### src/rtl/hall_pkg.sv
// ---------------------------------------------------------------------------
// hall_pkg : Hall sequence table, state/injection enums and index arithmetic
// Rev 1.0
// ---------------------------------------------------------------------------
`default_nettype none

package hall_pkg;

  localparam int HALL_IDX_W = 3;
  localparam logic [HALL_IDX_W:0] HALL_LEN = 6;

  // Forward order, index 0 in the low slot: 100,110,010,011,001,101
  localparam logic [5:0][2:0] HALL_SEQ = {3'b101, 3'b001, 3'b011, 3'b010, 3'b110, 3'b100};

  typedef enum logic {
    IDLE,
    RUN
  } hall_state_e;

  typedef enum logic [1:0] {
    INJ_ZERO,
    INJ_ONES,
    INJ_SKIP,
    INJ_BACK
  } hall_inj_e;

  function automatic logic [2:0] hall_code(input logic [HALL_IDX_W-1:0] idx);
    return (idx > 3'd5) ? HALL_SEQ[0] : HALL_SEQ[idx];
  endfunction

  // amt is 0..5; reverse steps are passed as 6-n
  function automatic logic [HALL_IDX_W-1:0] hall_idx_add(input logic [HALL_IDX_W-1:0] idx,
                                                          input logic [HALL_IDX_W-1:0] amt);
    logic [HALL_IDX_W:0] sum;
    sum = {1'b0, idx} + {1'b0, amt};
    if (sum >= HALL_LEN) sum = sum - HALL_LEN;
    return sum[HALL_IDX_W-1:0];
  endfunction

endpackage

`default_nettype wire

### src/rtl/hall_step_timer.sv
// ---------------------------------------------------------------------------
// hall_step_timer : phase counter, step period with pending shadow, boundary
// Rev 1.0
// ---------------------------------------------------------------------------
`default_nettype none

module hall_step_timer #(
  parameter int PERIOD_W = 17
) (
  input  logic                clk,
  input  logic                rst_n,
  input  logic                i_run,
  input  logic                i_idle,
  input  logic [PERIOD_W-1:0] i_period,
  input  logic                i_load,
  output logic                o_boundary,
  output logic                o_period_ok,
  output logic                o_stop_commit,
  output logic                o_period_ack
);

  localparam logic [PERIOD_W-1:0] c_ONE = {{(PERIOD_W-1){1'b0}}, 1'b1};

  logic [PERIOD_W-1:0] r_phase;
  logic [PERIOD_W-1:0] r_period;
  logic [PERIOD_W-1:0] r_pend_period;
  logic                r_pend_valid;
  logic                r_ack;

  logic w_boundary;
  logic w_commit;

  assign w_boundary    = i_run && (r_phase == (r_period - c_ONE));
  assign w_commit      = w_boundary && r_pend_valid;
  assign o_boundary    = w_boundary;
  assign o_period_ok   = |r_period[PERIOD_W-1:1];
  assign o_stop_commit = w_commit && (r_pend_period[PERIOD_W-1:1] == '0);
  assign o_period_ack  = r_ack;

  always_ff @(posedge clk or negedge rst_n) begin
    if (!rst_n) begin
      r_phase       <= '0;
      r_period      <= '0;
      r_pend_period <= '0;
      r_pend_valid  <= 1'b0;
      r_ack         <= 1'b0;
    end else begin
      r_ack <= 1'b0;

      if (!i_run || w_boundary) r_phase <= '0;
      else                      r_phase <= r_phase + c_ONE;

      if (i_idle && i_load) begin
        r_period <= i_period;
        r_ack    <= 1'b1;
      end else begin
        if (w_commit) begin
          r_period     <= r_pend_period;
          r_pend_valid <= 1'b0;
          r_ack        <= 1'b1;
        end
        // A load coinciding with a commit is held for the following boundary
        if (i_load) begin
          r_pend_period <= i_period;
          r_pend_valid  <= 1'b1;
        end
      end
    end
  end

endmodule

`default_nettype wire

### src/rtl/hall_emulator.sv
// ---------------------------------------------------------------------------
// hall_emulator : six-state Hall code generator; fault injection when
// HALL_FAULT_INJECT_EN is defined.  Rev 1.0
// ---------------------------------------------------------------------------
`default_nettype none

module hall_emulator
  import hall_pkg::*;
#(
  parameter int PERIOD_W   = 17,
  parameter int STEP_CNT_W = 16
) (
  input  logic                  clk,
  input  logic                  reset,
  input  logic                  enable,
  input  logic                  dir,
  input  logic [PERIOD_W-1:0]   period_in,
  input  logic                  period_load,
  output logic                  period_ack,
  output logic                  SA_out,
  output logic                  SB_out,
  output logic                  SC_out,
  output logic                  step_pulse,
  output logic [STEP_CNT_W-1:0] step_count,
  output logic                  busy
`ifdef HALL_FAULT_INJECT_EN
  ,
  input  logic                  inj_req,
  input  logic [1:0]            inj_mode,
  output logic                  inj_ack
`endif
);

  localparam logic [STEP_CNT_W-1:0] c_CNT_ONE = {{(STEP_CNT_W-1){1'b0}}, 1'b1};

  hall_state_e               r_state;
  logic [HALL_IDX_W-1:0]     r_idx;
  logic [2:0]                r_code;
  logic                      r_step_pulse;
  logic [STEP_CNT_W-1:0]     r_step_count;

  logic                      w_step;
  logic                      w_period_ok;
  logic                      w_stop;
  logic [HALL_IDX_W-1:0]     w_amt;
  logic [HALL_IDX_W-1:0]     w_next_idx;
  logic [2:0]                w_next_code;
  logic                      w_force;
  logic [2:0]                w_force_code;

`ifdef HALL_FAULT_INJECT_EN
  logic                      r_inj_pend;
  hall_inj_e                 r_inj_mode;
  logic                      r_inj_ack;
`endif

  hall_step_timer #(
    .PERIOD_W (PERIOD_W)
  ) u_timer (
    .clk           (clk),
    .rst_n         (reset),
    .i_run         ((r_state == RUN) && enable),
    .i_idle        (r_state == IDLE),
    .i_period      (period_in),
    .i_load        (period_load),
    .o_boundary    (w_step),
    .o_period_ok   (w_period_ok),
    .o_stop_commit (w_stop),
    .o_period_ack  (period_ack)
  );

  // Forced fault codes leave the index untouched so the next step resumes legally
  always_comb begin
    w_amt        = dir ? 3'd1 : 3'd5;
    w_force      = 1'b0;
    w_force_code = 3'b000;
`ifdef HALL_FAULT_INJECT_EN
    if (r_inj_pend) begin
      case (r_inj_mode)
        INJ_ZERO: begin w_amt = 3'd0; w_force = 1'b1; w_force_code = 3'b000; end
        INJ_ONES: begin w_amt = 3'd0; w_force = 1'b1; w_force_code = 3'b111; end
        INJ_SKIP: w_amt = dir ? 3'd2 : 3'd4;
        INJ_BACK: w_amt = dir ? 3'd5 : 3'd1;
        default:  w_amt = dir ? 3'd1 : 3'd5;
      endcase
    end
`endif
    w_next_idx  = hall_idx_add(r_idx, w_amt);
    w_next_code = w_force ? w_force_code : hall_code(w_next_idx);
  end

  always_ff @(posedge clk or negedge reset) begin
    if (!reset) begin
      r_state      <= IDLE;
      r_idx        <= '0;
      r_code       <= 3'b100;
      r_step_pulse <= 1'b0;
      r_step_count <= '0;
    end else begin
      r_step_pulse <= w_step;
      case (r_state)
        IDLE:    if (enable && w_period_ok) r_state <= RUN;
        RUN:     if (!enable || w_stop) r_state <= IDLE;
        default: r_state <= IDLE;
      endcase
      if (w_step) begin
        r_idx        <= w_next_idx;
        r_code       <= w_next_code;
        r_step_count <= r_step_count + c_CNT_ONE;
      end
    end
  end

`ifdef HALL_FAULT_INJECT_EN
  always_ff @(posedge clk or negedge reset) begin
    if (!reset) begin
      r_inj_pend <= 1'b0;
      r_inj_mode <= INJ_ZERO;
      r_inj_ack  <= 1'b0;
    end else begin
      r_inj_ack <= w_step && r_inj_pend;
      if (w_step) r_inj_pend <= 1'b0;
      if (inj_req) begin
        r_inj_pend <= 1'b1;
        r_inj_mode <= hall_inj_e'(inj_mode);
      end
    end
  end

  assign inj_ack = r_inj_ack;
`endif

  assign {SA_out, SB_out, SC_out} = r_code;
  assign step_pulse = r_step_pulse;
  assign step_count = r_step_count;
  assign busy       = (r_state == RUN);

endmodule

`default_nettype wire

### config.mk
export PLATFORM = sky130hd
export DESIGN_NAME = hall_emulator
export DESIGN_NICKNAME = d
export VERILOG_FILES = /design/src/rtl/hall_pkg.sv /design/src/rtl/hall_step_timer.sv /design/src/rtl/hall_emulator.sv
export SDC_FILE = /design/constraint.sdc
export NUM_CORES = 1
export LEC_CHECK = 0
export CAP_MARGIN = 30
export CORE_AREA = 2 2 89 91
export CTS_CLUSTER_DIAMETER = 80
export CTS_CLUSTER_SIZE = 16
export DETAILED_ROUTE_END_ITERATION = 10
export DIE_AREA = 0 0 91 93
export GPL_TIMING_DRIVEN = 1
export PLACE_DENSITY = 0.79
export SYNTH_ARGS = -nofsm -noshare
export SYNTH_HDL_FRONTEND = slang
export SYNTH_SLANG_ARGS = --single-unit
### constraint.sdc
create_clock -name clk -period 4.1 [get_ports clk]
set_input_delay 0.615 -clock clk [delete_from_list [all_inputs] [get_ports clk]]
set_output_delay 0.615 -clock clk [all_outputs]
set_load 0.01 [all_outputs]
## Yosys cells after proc, flatten, opt, wreduce, memory -nomap -nowiden

Memories as Yosys holds them, arrays and structs flattened.
Cells that the tools add are included.

- Memories: 1
- Register bits after elaboration: 77
- Memory bits (read-only): 24
- Output and inout bits: 22

- Muxes and demuxes: 14
- Bitwise operators: 2
- Add/subtract/negate cells: 5
- Eq/ne operators: 1
- Order comparisons: 3
- Reduce and logical (&&, ||, !) cells: 16

Memory list:

| name | depth | bits a word | read ports | clocked after Yosys merged registers in | wr ports | line | text |
|---|---|---|---|---|---|---|---|
| (name not given) | 8 | 3 | 1 | 0 | 0 | hall_pkg.sv:28 | `return (idx > 3'd5) ? HALL_SEQ[0] : HALL_SEQ[idx];` |

Operator list:

| kind | number |
|---|---|
| 17-bit two-way mux | 3 |
| 17-bit by 1-bit adder with 17-bit output (second input constant) | 1 |
| 17-bit equality test | 1 |
| 17-bit by 1-bit subtractor with 17-bit output (second input constant) | 1 |
| 16-bit by 1-bit adder with 16-bit output (second input constant) | 1 |
| 16-bit logical NOT | 1 |
| 16-bit OR reduction | 1 |
| 3-bit two-way mux | 4 |
| 1-bit logical AND | 6 |
| 1-bit two-way mux | 6 |
| 3-bit by 3-bit adder with 4-bit output | 1 |
| 4-bit by 3-bit greater-or-equal comparator with 1-bit output (second input constant) | 1 |
| 3-bit by 4-bit less-than comparator with 1-bit output (second input constant) | 1 |
| 2-bit AND reduction | 2 |
| 2-bit nonzero test | 2 |
| 3-bit greater-than comparator (second input constant) | 1 |
| 3-bit subtractor (second input constant) | 1 |
| 1-bit logical NOT | 2 |
| 1-bit logical OR | 2 |
| 1-bit NOT | 2 |
| 1-bit one-hot mux with 2 select lines | 1 |

## Depth between registers and ports, before layout

- Depth in word-level cells: 8
- Gate-level depth with buffers: 11
- Depth with buffers taken out: 9

## By module

A second synthesis with hierarchy kept.

- Cells, all modules: 433
- Area, all modules: 4290.4 um2

By module, submodules not included:

| module | cells an instance | sequential area each (um2) | instances | area each (um2) |
|---|---|---|---|---|
| hall_step_timer | 316 | 1326.3 | 1 | 3034.2 |
| hall_emulator | 117 | 601.8 | 1 | 1256.2 |

## Worst setup path before layout

No wires, ideal clock.

- Path kind: flip-flop to flip-flop
- From: reg u_timer.r_period[0]
- To: reg u_timer.r_period[10]
- Period minus slack after synthesis: 2.966 ns
- Setup time: 0.131 ns
- Cell stages (with the launch flop): 11
- Setup slack: 1.134 ns
- Arrival: 2.834 ns
- Buffers on the path: 1
- Required time: 3.969 ns
- Path through: dfrtp_1 inv_1 ha_1 or4b_1 or4_4 nor4b_2 a311oi_2 or2_1 nor2_4 buf_2 o211ai_1

- Cells in the longest elaborated chain, start to end: 5

RTL lines:

| item | line | text |
|---|---|---|
| start, declared | hall_step_timer.sv:25 | `logic [PERIOD_W-1:0] r_period;` |
| start signal, assigned | hall_step_timer.sv:54 | `r_period <= i_period;` |
| start signal, assigned | hall_step_timer.sv:58 | `r_period <= r_pend_period;` |
| 17-bit by 1-bit subtractor with 17-bit output | hall_step_timer.sv:33 | `assign w_boundary = i_run && (r_phase == (r_period - c_ONE));` |
| 17-bit equality test | hall_step_timer.sv:33 |  |
| 1-bit logical AND | hall_step_timer.sv:33 |  |
| 1-bit logical AND | hall_step_timer.sv:34 | `assign w_commit = w_boundary && r_pend_valid;` |
| 2-bit nonzero test (no source line) | n/a |  |

Every way passes these cells.
A chain may end at the register's enable or synchronous reset.

## Final worst setup path

- From: reg u_timer.r_period[0]
- To: reg r_code[0]

- Cells in the longest elaborated chain, start to end: 3

RTL lines:

| item | line | text |
|---|---|---|
| 17-bit by 1-bit subtractor with 17-bit output | hall_step_timer.sv:33 |  |
| 17-bit equality test | hall_step_timer.sv:33 |  |
| 1-bit logical AND | hall_step_timer.sv:33 |  |
| end signal, assigned | hall_emulator.sv:108 | `r_code <= w_next_code;` |
| end, declared | hall_emulator.sv:38 | `logic [2:0] r_code;` |

Every way passes these cells.

==> metrics.md <==
| Metric | Value |
|---|---|
| Status | `completed` |
| Total Power | `1.715 mW` |
| Via count | `3340` |
| Core ar. | `7527 um^2` |
| Slew Viols, Final | `0` |
| Mapped Nets | `450` |
| Row cnt | `32` |
| Largest net degree at the start of global routing | `between 70 and 80` |
| Share of post-route cells with drive strength above 1 | `13.46%` |
| Ys async rst share | `100.0%` |
| Wirelength, routed | `9235 um` |
| Power Density | `348.0 nW/um^2` |
| DRC Markers | `0` |
| Clock skew | `0.009307 ns` |
| Setup-failing EPs final | `0` |
| CP peak stage delay | `0.60 ns` |
| Die width | `91 um` |
| All-Layer GR Usage | `22.96%` |
| Area Overhead vs Synth | `17.16%` |
| CP endpoint kind | `register` |
| Max_slew headroom | `47.54%` |
| Vias in the first global route | `about 3.2k` |
| Longest Clk Path Bufs | `2` |
| Routed vias/inst | `5.860` |
| Arrival @ worst endpoint | `3.73 ns` |
| Netlist cell types | `53` |
| Worst ir drop on vdd | `0.2454 mV` |
| Synthesis Warnings | `0` |
| WHS | `0.2642 ns` |
| Post-CTS resize count | `0` |
| Max cap viols | `0` |
| Ys flop type | `dfrtp_1` |
| CP max FO | `15` |
| Port buffer count | `43` |
| PnR worst setup slack | `0.6033 ns` |
| Cells after synthesis | `approximately 420` |
| CP Class | `reg2reg` |
| Worst-skew pair later-pin latency | `~0.35 ns` |
| # hold bufs at CTS | `0` |
| Design area | `4930 um^2` |
| Fin crit share | `roughly 85%` |
| Worst path required time | `4.34 ns` |
| Leakage | `2.049 nW` |
| Post-synth design cell area | `approximately 4200 um^2` |
| RSZ-0062 raised after global routing | `false` |
| Num ports | `between 40 and 50` |
| Period minus WS final | `3.497 ns` |
| DP HPWL | `6270 um` |
| Non-filler cells, final | `570` |
| Die height | `just over 90 um` |
| Post-synth EDFFs | `0` |
| First-pass GRT wire length | `~16000 um` |
| Reg2Reg Launch Point | `u_timer.r_period[0]` |
| Place WS | `around 0.68 ns` |
| CP Cell Sequence | `inv_1 > ha_1 > or4b_1 > or2_2 > o31a_1 > nor4_1 > and4_1 > nand2_4 > mux2_2` |
| Area leader, netlist | `dfrtp_1` |
| Multi-input logic area | `2130 um^2` |
| Achievable frequency | `286.0 MHz` |
| Clock Sink Count | `77` |
| Flop and latch count out of synthesis | `77` |
| Most area-consuming cells after synthesis | `dfrtp_1, xnor2_1, mux2_2` |
| Mean Syn Cell Area | `9.971 um^2` |
| # nets final | `491` |
| Initial DRC Count | `342` |
| Placed Instance Area | `about 4700 um^2` |
| Wire per inst | `between 15 and 20 um` |
| Sequential area share after synthesis | `between 40% and 50%` |
| Root Buffer | `clkbuf_8` |
| Reg clk slew, reported paths | `0.08 ns` |
| Initial antenna violation count | `0` |
| Max H-tree Level | `3` |
| Startpoint types | `register` |
| TritonCTS Buffers | `9` |
| Dpl cells | `553` |
| Fin util | `65.49%` |
| # fillers | `621` |
| Aggregate global routing overflow | `0` |
| Setup TNS Final | `0 ns` |
| DIE AREA | `8463 um^2` |
| RD Place Congestion | `0.9240` |
| Hold Crit Class | `in2async` |
| FF+latch area | `1928 um^2` |
| Total iterations of the first detailed-routing run | `5` |
| Top-area cell type share of the netlist area | `45.20%` |
| Post-CTS Setup Inserts | `0` |
| DRT antenna net count | `0` |
| Least-Margin Pin Slew | `0.7850 ns` |
| Final Hold Viols | `0` |
| Initial Util | `between 50% and 60%` |
| Critical path origin | `u_timer.r_period[0]` |
| CP max stage cell | `and4_1` |
| Ant. Diodes | `0` |
| CTS tree | `built` |
==> cells by family after synthesis <==
logic type | share of synthesized area (%)
flops | 45.82
buf+inv | 3.568
compound gates | 7.672
fa+ha+maj | 1.784
simple gates | 24.35
xor+xnor | 10.41
mux | 6.393
==> per-layer routing <==
metal	wire [um]	up-vias	part of all wire (%)	global-route usage, %
met4	192	0	2.1	8.712
met5	0	-	0	0
li1	-	1584	-	-
met2	4498	88	49	36.48
met3	386	16	4.2	4.512
met1	4157	1652	45	31.46
==> layout make-up <==
class	instances	area share, %
multi-input cells	313	43.20
flip-flops and latches	77	39.11
repair buffers	49	10.00
clock buffers	12	3.147
well taps	102	2.589
inverters	13	0.9898
clock inverters	4	0.9645
==> flip-flops by register name (all words and copies together), names as in the netlist <==
| signal | count |
|---|---|
| u_timer.r_pend_period | 17 |
| u_timer.r_period | 17 |
| u_timer.r_phase | 17 |
| step_count | 16 |
| r_code | 3 |
| r_idx | 3 |
| busy | 1 |
| step_pulse | 1 |
| u_timer.o_period_ack | 1 |
| u_timer.r_pend_valid | 1 |
==> synth_stat cells (all sizes together) (2+ instances only) <==
master  count
dfrtp      76
nand2      50
xnor2      35
nor2       31
nand3      30
mux2       23
and3       19
o211ai     15
xor2       15
nand4      14
inv        13
nor4       11
buf        10
clkbuf      9
o21ai       7
ha          6
nor3        6
and4        5
or4         5
nor2b       4
nor4b       4
a31o        3
a21oi       2
a31oi       2
and2        2
nand2b      2
o22ai       2
o311ai      2
o31a        2
o31ai       2
or2         2
or4b        2
==> placed cells by master (no fill, tap or decap), drive strengths merged, types with 2 or more instances in the layout <==
master and n:
and2 2, o21ai 7, or4 5, nand2 50, clkinv 2, buf 7
o211ai 15, dfrtp 76, xnor2 35, or2 2, and3 19, a21oi 2
clkbuf 12, o31a 2, or4b 2, o311ai 2, xor2 15, o31ai 2
a31o 3, nand2b 2, nor2 31, nor4 11, nor3 6, nor4b 4
nand3 30, mux2 23, inv 13, ha 6, o22ai 2, clkdlybuf4s50 42
nand4 14, a31oi 2, nor2b 4, and4 5
==> final timing paths <==
check	cells past startpoint	end	slack (ns)
min in group clk	1	step_count[15]	0.47
min reg2reg	1	step_count[15]	0.47
min	2	u_timer.r_phase[5]	0.26
max in group asynchronous	2	r_code[2]	3.49
max	9	r_code[0]	0.60
max reg2reg	9	r_code[0]	0.60
==> critical path, delay by kind of cell (launching register included) <==
family / cells / cell delay, ns
flip-flops: 1 / 0.46
buffers and inverters: 1 / 0.14
multiplexers: 1 / 0.32
adder cells (fa/ha/maj): 1 / 0.22
AO/OA/AOI/OAI: 1 / 0.31
AND/OR/NAND/NOR: 5 / 1.93
==> report_power, final <==
part	leakage (nW)	switching (mW)	internal [mW]
combinational	0.950	0.134	0.116
sequential	0.997	0.0594	0.807
clock	0.102	0.285	0.313
total	2.05	0.479	1.24
No activity file was read; power rests on OpenSTA's default activity.
